[config.mk]
export PLATFORM = sky130hd
export DESIGN_NAME = seal_verifier_flat
export DESIGN_NICKNAME = d
export VERILOG_FILES = /design/src/rtl/seal_verifier_if.sv /design/src/rtl/seal_verifier.sv /design/src/flat_wrapper.sv
export SDC_FILE = /design/constraint.sdc
export NUM_CORES = 1
export LEC_CHECK = 0
export BUFFER_PORTS_ARGS = -buffer_cell sky130_fd_sc_hd__buf_2
export CAP_MARGIN = 20
export CORE_MARGIN = 2
export CORE_UTILIZATION = 40
export DETAILED_ROUTE_END_ITERATION = 10
export SLEW_MARGIN = 10
export SYNTH_ARGS = -nofsm -noshare
export SYNTH_HDL_FRONTEND = slang
export SYNTH_SLANG_ARGS = --single-unit
[constraint.sdc]
create_clock -name clk -period 7.1 [get_ports clk]
set_clock_uncertainty 0.1 [all_clocks]
set_input_delay 1.42 -clock clk [delete_from_list [all_inputs] [get_ports clk]]
set_output_delay 1.42 -clock clk [all_outputs]
set_load 0.01 [all_outputs]
[src/rtl/seal_verifier_if.sv]
// Register-bus and shared-CRC-engine signals of the seal verifier.
// The slave view belongs to the verifier; the master view belongs to firmware and the engine.
interface seal_verifier_if;
  logic [7:0]  crc_byte;
  logic        crc_feed;
  logic        crc_busy;
  logic [15:0] crc_value;
  logic        crc_init;
  logic        data_wr;
  logic [31:0] data_in;
  logic [31:0] data_out;
  logic        ctrl_wr;
  logic [9:0]  ctrl_in;
  logic [31:0] ctrl_out;

  modport slave (
    input  crc_busy, crc_value, data_wr, data_in, ctrl_wr, ctrl_in,
    output crc_byte, crc_feed, crc_init, data_out, ctrl_out
  );

  modport master (
    output crc_busy, crc_value, data_wr, data_in, ctrl_wr, ctrl_in,
    input  crc_byte, crc_feed, crc_init, data_out, ctrl_out
  );
endinterface

[src/rtl/seal_verifier.sv]
// Re-derives the CRC16 of a written-back sealed record on the shared engine and checks
// CRC, monotonic counter and session id, keeping saturating accept/reject statistics.
//   state   | meaning
//   S_IDLE  | register access, waiting for start/clr
//   S_INIT  | crc_init pulse to the engine
//   S_FEED  | streaming the 9 record bytes (send / settle per byte)
//   S_CHECK | wait for engine idle, evaluate and record the result
module seal_verifier (
  input  logic clk,
  input  logic rst_n,
  seal_verifier_if.slave bus
);
  typedef enum logic [1:0] {
    S_IDLE  = 2'd0,
    S_INIT  = 2'd1,
    S_FEED  = 2'd2,
    S_CHECK = 2'd3
  } state_t;

  state_t      r_state, w_state_nxt;

  logic [31:0] r_w0, r_w1, r_w2;
  logic [1:0]  r_wr_cnt;
  logic [7:0]  r_sid;
  logic [3:0]  r_idx;
  logic        r_sent;
  logic [7:0]  r_crc_byte;
  logic        r_crc_feed, r_crc_init;
  logic [31:0] r_last_mono;
  logic        r_locked;
  logic [7:0]  r_locked_sid, r_acc_cnt, r_rej_cnt;
  logic        r_done, r_pass, r_crc_err, r_mono_err, r_sid_err, r_fmt_err;

  logic        w_clr, w_start, w_start_ok, w_feed_fire, w_adv, w_eval, w_data_we;
  logic [7:0]  w_byte, w_rec_sid;
  logic [31:0] w_rec_mono;
  logic [15:0] w_rec_crc;
  logic        w_fmt_ok, w_crc_err, w_mono_err, w_sid_err, w_pass, w_busy;

  function automatic logic [7:0] sat_inc(input logic [7:0] v);
    return (v == 8'hFF) ? v : v + 8'd1;
  endfunction

  assign w_rec_sid  = r_w1[31:24];
  assign w_rec_mono = {r_w2[31:24], r_w1[23:0]};
  assign w_rec_crc  = r_w2[23:8];
  assign w_fmt_ok   = (r_wr_cnt == 2'd3) && (r_w2[7:0] == 8'h00);
  assign w_crc_err  = (bus.crc_value != w_rec_crc);
  assign w_mono_err = r_locked && (w_rec_mono <= r_last_mono);
  assign w_sid_err  = r_locked && (w_rec_sid != r_locked_sid);
  assign w_pass     = !(w_crc_err || w_mono_err || w_sid_err);
  assign w_busy     = (r_state != S_IDLE);
  // A control write in the same cycle takes precedence over a data write.
  assign w_data_we  = (r_state == S_IDLE) && bus.data_wr && !bus.ctrl_wr;

  always_comb begin
    w_byte = 8'h00;
    case (r_idx)
      4'd0:    w_byte = r_sid;
      4'd1:    w_byte = r_w0[7:0];
      4'd2:    w_byte = r_w0[15:8];
      4'd3:    w_byte = r_w0[23:16];
      4'd4:    w_byte = r_w0[31:24];
      4'd5:    w_byte = w_rec_mono[7:0];
      4'd6:    w_byte = w_rec_mono[15:8];
      4'd7:    w_byte = w_rec_mono[23:16];
      4'd8:    w_byte = w_rec_mono[31:24];
      default: w_byte = 8'h00;
    endcase
  end

  always_ff @(posedge clk) begin
    if (!rst_n) r_state <= S_IDLE;
    else        r_state <= w_state_nxt;
  end

  always_comb begin
    w_state_nxt = r_state;
    w_clr       = 1'b0;
    w_start     = 1'b0;
    w_start_ok  = 1'b0;
    w_feed_fire = 1'b0;
    w_adv       = 1'b0;
    w_eval      = 1'b0;
    case (r_state)
      S_IDLE: begin
        if (bus.ctrl_wr) begin
          if (bus.ctrl_in[0]) begin
            w_clr = 1'b1;
          end else if (bus.ctrl_in[1]) begin
            w_start = 1'b1;
            if (w_fmt_ok) begin
              w_start_ok  = 1'b1;
              w_state_nxt = S_INIT;
            end
          end
        end
      end
      S_INIT: w_state_nxt = S_FEED;
      S_FEED: begin
        if (!r_sent) begin
          w_feed_fire = !bus.crc_busy;
        end else if (r_crc_feed || !bus.crc_busy) begin
          // The engine only reports busy from the cycle after it sees the feed strobe.
          w_adv = 1'b1;
          if (r_idx == 4'd8) w_state_nxt = S_CHECK;
        end
      end
      S_CHECK: begin
        if (!bus.crc_busy) begin
          w_eval      = 1'b1;
          w_state_nxt = S_IDLE;
        end
      end
      default: w_state_nxt = S_IDLE;
    endcase
  end

  always_ff @(posedge clk) begin
    if (!rst_n) begin
      r_w0         <= 32'h0;
      r_w1         <= 32'h0;
      r_w2         <= 32'h0;
      r_wr_cnt     <= 2'd0;
      r_sid        <= 8'h00;
      r_idx        <= 4'd0;
      r_sent       <= 1'b0;
      r_crc_byte   <= 8'h00;
      r_crc_feed   <= 1'b0;
      r_crc_init   <= 1'b0;
      r_last_mono  <= 32'h0;
      r_locked     <= 1'b0;
      r_locked_sid <= 8'h00;
      r_acc_cnt    <= 8'h00;
      r_rej_cnt    <= 8'h00;
      r_done       <= 1'b0;
      r_pass       <= 1'b0;
      r_crc_err    <= 1'b0;
      r_mono_err   <= 1'b0;
      r_sid_err    <= 1'b0;
      r_fmt_err    <= 1'b0;
    end else begin
      r_crc_init <= w_start_ok;
      r_crc_feed <= w_feed_fire;
      if (w_feed_fire) begin
        r_crc_byte <= w_byte;
        r_sent     <= 1'b1;
      end
      if (w_adv) begin
        r_sent <= 1'b0;
        r_idx  <= r_idx + 4'd1;
      end
      if (w_start_ok) begin
        r_idx  <= 4'd0;
        r_sent <= 1'b0;
      end
      if (w_data_we) begin
        case (r_wr_cnt)
          2'd1:    r_w1 <= bus.data_in;
          2'd2:    r_w2 <= bus.data_in;
          default: r_w0 <= bus.data_in;
        endcase
        r_wr_cnt <= (r_wr_cnt == 2'd3) ? 2'd1 : r_wr_cnt + 2'd1;
      end
      if (w_clr) begin
        r_last_mono  <= 32'h0;
        r_locked     <= 1'b0;
        r_locked_sid <= 8'h00;
        r_acc_cnt    <= 8'h00;
        r_rej_cnt    <= 8'h00;
        r_wr_cnt     <= 2'd0;
        r_done       <= 1'b0;
        r_pass       <= 1'b0;
        r_crc_err    <= 1'b0;
        r_mono_err   <= 1'b0;
        r_sid_err    <= 1'b0;
        r_fmt_err    <= 1'b0;
      end
      if (w_start) begin
        r_sid      <= bus.ctrl_in[9:2];
        r_wr_cnt   <= 2'd0;
        r_done     <= 1'b0;
        r_pass     <= 1'b0;
        r_crc_err  <= 1'b0;
        r_mono_err <= 1'b0;
        r_sid_err  <= 1'b0;
        r_fmt_err  <= 1'b0;
        if (!w_fmt_ok) begin
          r_fmt_err <= 1'b1;
          r_done    <= 1'b1;
          r_rej_cnt <= sat_inc(r_rej_cnt);
        end
      end
      if (w_eval) begin
        r_done     <= 1'b1;
        r_pass     <= w_pass;
        r_crc_err  <= w_crc_err;
        r_mono_err <= w_mono_err;
        r_sid_err  <= w_sid_err;
        if (w_pass) begin
          r_last_mono <= w_rec_mono;
          r_acc_cnt   <= sat_inc(r_acc_cnt);
          if (!r_locked) begin
            r_locked     <= 1'b1;
            r_locked_sid <= w_rec_sid;
          end
        end else begin
          r_rej_cnt <= sat_inc(r_rej_cnt);
        end
      end
    end
  end

  assign bus.crc_byte = r_crc_byte;
  assign bus.crc_feed = r_crc_feed;
  assign bus.crc_init = r_crc_init;
  assign bus.data_out = r_last_mono;
  assign bus.ctrl_out = {r_locked_sid, r_rej_cnt, r_acc_cnt, r_locked, r_fmt_err,
                         r_sid_err, r_mono_err, r_crc_err, r_pass, r_done, w_busy};
endmodule
[src/flat_wrapper.sv]
// flat-port wrapper written by rule: the top's interface ports become plain ports
module seal_verifier_flat 
  (clk, rst_n, bus_crc_busy, bus_crc_value, bus_data_wr, bus_data_in, bus_ctrl_wr, bus_ctrl_in, bus_crc_byte, bus_crc_feed, bus_crc_init, bus_data_out, bus_ctrl_out);
  seal_verifier_if bus_i ();
  input  logic clk;
  input  logic rst_n;
  input wire logic [$bits(bus_i.crc_busy)-1:0] bus_crc_busy;
  input wire logic [$bits(bus_i.crc_value)-1:0] bus_crc_value;
  input wire logic [$bits(bus_i.data_wr)-1:0] bus_data_wr;
  input wire logic [$bits(bus_i.data_in)-1:0] bus_data_in;
  input wire logic [$bits(bus_i.ctrl_wr)-1:0] bus_ctrl_wr;
  input wire logic [$bits(bus_i.ctrl_in)-1:0] bus_ctrl_in;
  output wire logic [$bits(bus_i.crc_byte)-1:0] bus_crc_byte;
  output wire logic [$bits(bus_i.crc_feed)-1:0] bus_crc_feed;
  output wire logic [$bits(bus_i.crc_init)-1:0] bus_crc_init;
  output wire logic [$bits(bus_i.data_out)-1:0] bus_data_out;
  output wire logic [$bits(bus_i.ctrl_out)-1:0] bus_ctrl_out;
  assign bus_i.crc_busy = bus_crc_busy;
  assign bus_i.crc_value = bus_crc_value;
  assign bus_i.data_wr = bus_data_wr;
  assign bus_i.data_in = bus_data_in;
  assign bus_i.ctrl_wr = bus_ctrl_wr;
  assign bus_i.ctrl_in = bus_ctrl_in;
  assign bus_crc_byte = bus_i.crc_byte;
  assign bus_crc_feed = bus_i.crc_feed;
  assign bus_crc_init = bus_i.crc_init;
  assign bus_data_out = bus_i.data_out;
  assign bus_ctrl_out = bus_i.ctrl_out;
  seal_verifier u_core (.clk(clk), .rst_n(rst_n), .bus(bus_i));
endmodule
==> flow_summary.ini <==
[die]
ioPinCount = 137
start_util_pct = 41.0
rows = 53
core_sq_um = 21200
die_h_microns = 151
die_w_microns = 151
design.die.area_sq_um = 22900

[sta]
rsz0062_at_grt = no
fin_tns_setup_ns = 0
setup_viol = 0
finalMaxSlewViolations = 0
min_period_ns = 3.80
hold_viol = 0
finalCritPeriodShare_pct = 53.5
max_slew_margin_pct = 34.2
tightest_slew_ns = 0.987
fmax_mhz = 263

[setup_path]
critPathArrivalTime_ns = 4.05
ff2ff_path_depth = 10
cp-end-kind = register
cp_data_required_time_ns = 7.35
setup.worst_path.start_class = input pin
regToRegEndpoint = u_core.r_acc_cnt[6]$_SDFFE_PN0P_
r2r_start = u_core.r_w1[13]$_SDFFE_PN0P_
crit_type = in -> reg
r2r_slack_ns = 3.62
crit_fanout = 16

[synth]
syn_area_sq_um = 8670
avgSynthCellArea_sq_um = 7.81
syn_inst = 1110
synth-edff-count = 0
synth_top_cell_by_area = dfxtp_1
ys_seq_area_share_pct = 42.9
syn_nets = 1218
synth-main-ff-cell = dfxtp_1
synth_warnings = 0
synth_seq_cells = 186
ys_types = 50
synth_top_area_share_pct = 42.9
netlist_top_cells_area = dfxtp_1 (43%), nand2_1 (13%), a21oi_1 (10%)
async_reset_ff_share_pct = 0

[detailed_routing]
drtIter0Drc = 609
top_layer = met4
drc = 0
m1WireLength_mm = 11.8
viasPerCell = 5.33
routed_wl_mm = 25.4
ant_nets = 0
wl_met2_mm = 11.6
first_pass_iters = 7
vias = 7898
route.met3.wl_mm = 1.58
wl_per_cell_microns = 17.1

[grt]
grtUsageTotal_pct = 22.3
antenna_found_initial = 0
grt_overflow = 0
grt_start_max_net_pins = 92
grt_pass1_vias = 7109
grt_pass1_wl_mm = 39.0

[power]
swShare_pct = 29.0
ir_worst_vdd_v = 0.000158
internal_power_mw = 1.63
p_comb_share_pct = 10.6
p_sw_mw = 0.668
powerDensity_nw_per_um2 = 229
cellLeakagePower_nw = 3.95
clockPowerShare_pct = 41.4
finalPower_mw = 2.30
seq_power_share_pct = 48.0

[clock_tree]
post_cts_buffers = 0
cts_sinks = 186
cts-resized-gates = 0
clockRootBuffer = clkbuf_16
cts_tree = yes
clk_latency_ns = 0.44
htreeDepth = 4
hold_buffers = 0
cts_made_buffers = 17
cts.path.max_buffers = 2
clkTransAtPathRegs_ns = 0.07

[final_layout]
mostFrequentLayoutCell = nand2_1
antenna_cells = 0
utilization_pct = 47.5
layout_common_cells = nand2_1 (289), dfxtp_1 (186), a21oi_1 (174)
fin_nets = 1303
syn_to_final_growth_pct = 15.9
drive_gt1_share_pct = 15.2

[placement]
routabilityCongestion = 0.830
port_buffers = 136
dp.final_hpwl_mm = 18.1

[run_status]
status = finished, final reports clean

[min_path]
whs_endpoint = u_core.r_w2[7]$_SDFFE_PN0P_
hold_start = u_core.r_w2[7]$_SDFFE_PN0P_
min_path_type = reg -> reg
min_delay_path_depth = 2

[run]
max_cap_viol_count = 0
layout make-up:
cell class	count	area, sq um
Sequential cell	186	3720
Clock buffer	17	425
Multi-Input combinational cell	800	4440
Clock inverter	15	171
Tap cell	275	344
Timing Repair Buffer	145	776
Fill cell	2131	11100
Inverter	45	171
worst max path at each step:
stage / startpoint / to / slack (ns) / depth (start not counted)
2_1_floorplan: bus_crc_value[5] / u_core.r_rej_cnt[0]$_SDFF_PN0_ / 3.80 / 7
3_3_place_gp: bus_crc_value[2] / u_core.r_rej_cnt[0]$_SDFF_PN0_ / 2.87 / 8
3_5_place_dp: bus_crc_value[2] / u_core.r_rej_cnt[0]$_SDFF_PN0_ / 2.86 / 8
4_1_cts: bus_crc_value[2] / u_core.r_rej_cnt[0]$_SDFF_PN0_ / 3.32 / 8
5_1_grt: bus_crc_value[5] / u_core.r_acc_cnt[6]$_SDFFE_PN0P_ / 3.15 / 8
6_report: bus_crc_value[15] / u_core.r_rej_cnt[0]$_SDFF_PN0_ / 3.30 / 8
layer usage:
layer	global-route usage (%)	vias up
li1	-	3971
met2	34.5	233
met3	3.89	26
met1	31.8	3668
met4	6.78	0
met5	0	-
power groups by stage:
stage / clock, mW / combinational, mW / sequential [mW]
2_1_floorplan: 0 / 0.163 / 1.12
3_3_place_gp: 0 / 0.242 / 1.13
3_5_place_dp: 0 / 0.244 / 1.13
4_1_cts: 0.979 / 0.245 / 1.10
5_1_grt: 1.02 / 0.275 / 1.11
6_report: 0.953 / 0.244 / 1.10
metrics by stage:
| stage | hold WS (ns) | worst slack (ns) | instances | cell area (sq um) |
|---|---|---|---|---|
| 4_1_cts | 0.353 | 3.32 | 1482 | 10000 |
| 3_5_place_dp | 0.343 | 2.86 | 1450 | 9420 |
| 3_3_place_gp | 0.341 | 2.87 | 1449 | 9410 |
| 5_1_grt | 0.376 | 3.15 | 1483 | 10000 |
| 6_report | 0.352 | 3.30 | 1483 | 10000 |
| 2_1_floorplan | 0.332 | 3.80 | 1110 | 8670 |
registers in the layout (all words and copies together), names as in the netlist:
register / flops
u_core.r_crc_err: 1
u_core.bus.crc_init: 1
u_core.r_locked: 1
u_core.r_w2: 32
u_core.r_pass: 1
u_core.bus.crc_byte: 8
u_core.r_idx: 4
u_core.r_done: 1
u_core.bus.data_out: 32
u_core.r_acc_cnt: 8
u_core.r_sent: 1
u_core.r_fmt_err: 1
u_core.r_state: 2
u_core.bus.crc_feed: 1
u_core.r_locked_sid: 8
u_core.r_w1: 32
u_core.r_wr_cnt: 2
u_core.r_sid: 8
u_core.r_w0: 32
u_core.r_rej_cnt: 8
u_core.r_sid_err: 1
u_core.r_mono_err: 1
cells in the mapped netlist, drive strengths merged, types with 3 or more instances:
| cell | number |
|---|---|
| nand2 | 289 |
| dfxtp | 186 |
| a21oi | 174 |
| clkbuf | 65 |
| ha | 45 |
| inv | 45 |
| nor2 | 40 |
| or3 | 33 |
| o21ai | 28 |
| xor2 | 26 |
| nand3 | 22 |
| buf | 14 |
| a211oi | 11 |
| a31oi | 11 |
| a22oi | 10 |
| a221oi | 9 |
| a222oi | 9 |
| and3 | 9 |
| nand4 | 9 |
| nor2b | 9 |
| nor4 | 9 |
| nand2b | 7 |
| a311oi | 6 |
| and2 | 5 |
| nor3 | 4 |
| nor3b | 4 |
| a2111oi | 3 |
| o211ai | 3 |
| o22ai | 3 |
kinds of logic (layout without fill, tap and decap cells):
kind of cell | Yosys count | in the layout | share of synthesized area, %
compound gates | 280 | 280 | 19.0
xor+xnor | 28 | 28 | 2.83
fa+ha+maj | 45 | 45 | 6.49
buf+inv | 124 | 222 | 5.99
flops | 186 | 186 | 42.9
mux | 3 | 3 | 0.361
simple gates | 444 | 444 | 22.4
worst max-delay path: stages:
cell	delay, ns
buf_2	0.10
xor2_1	0.13
nor4_1	0.37
nand4_1	0.55
or3_1	0.51
o21a_1	0.36
mux2_1	0.39
a211oi_2	0.20
Power figures use the tool's default switching activity.
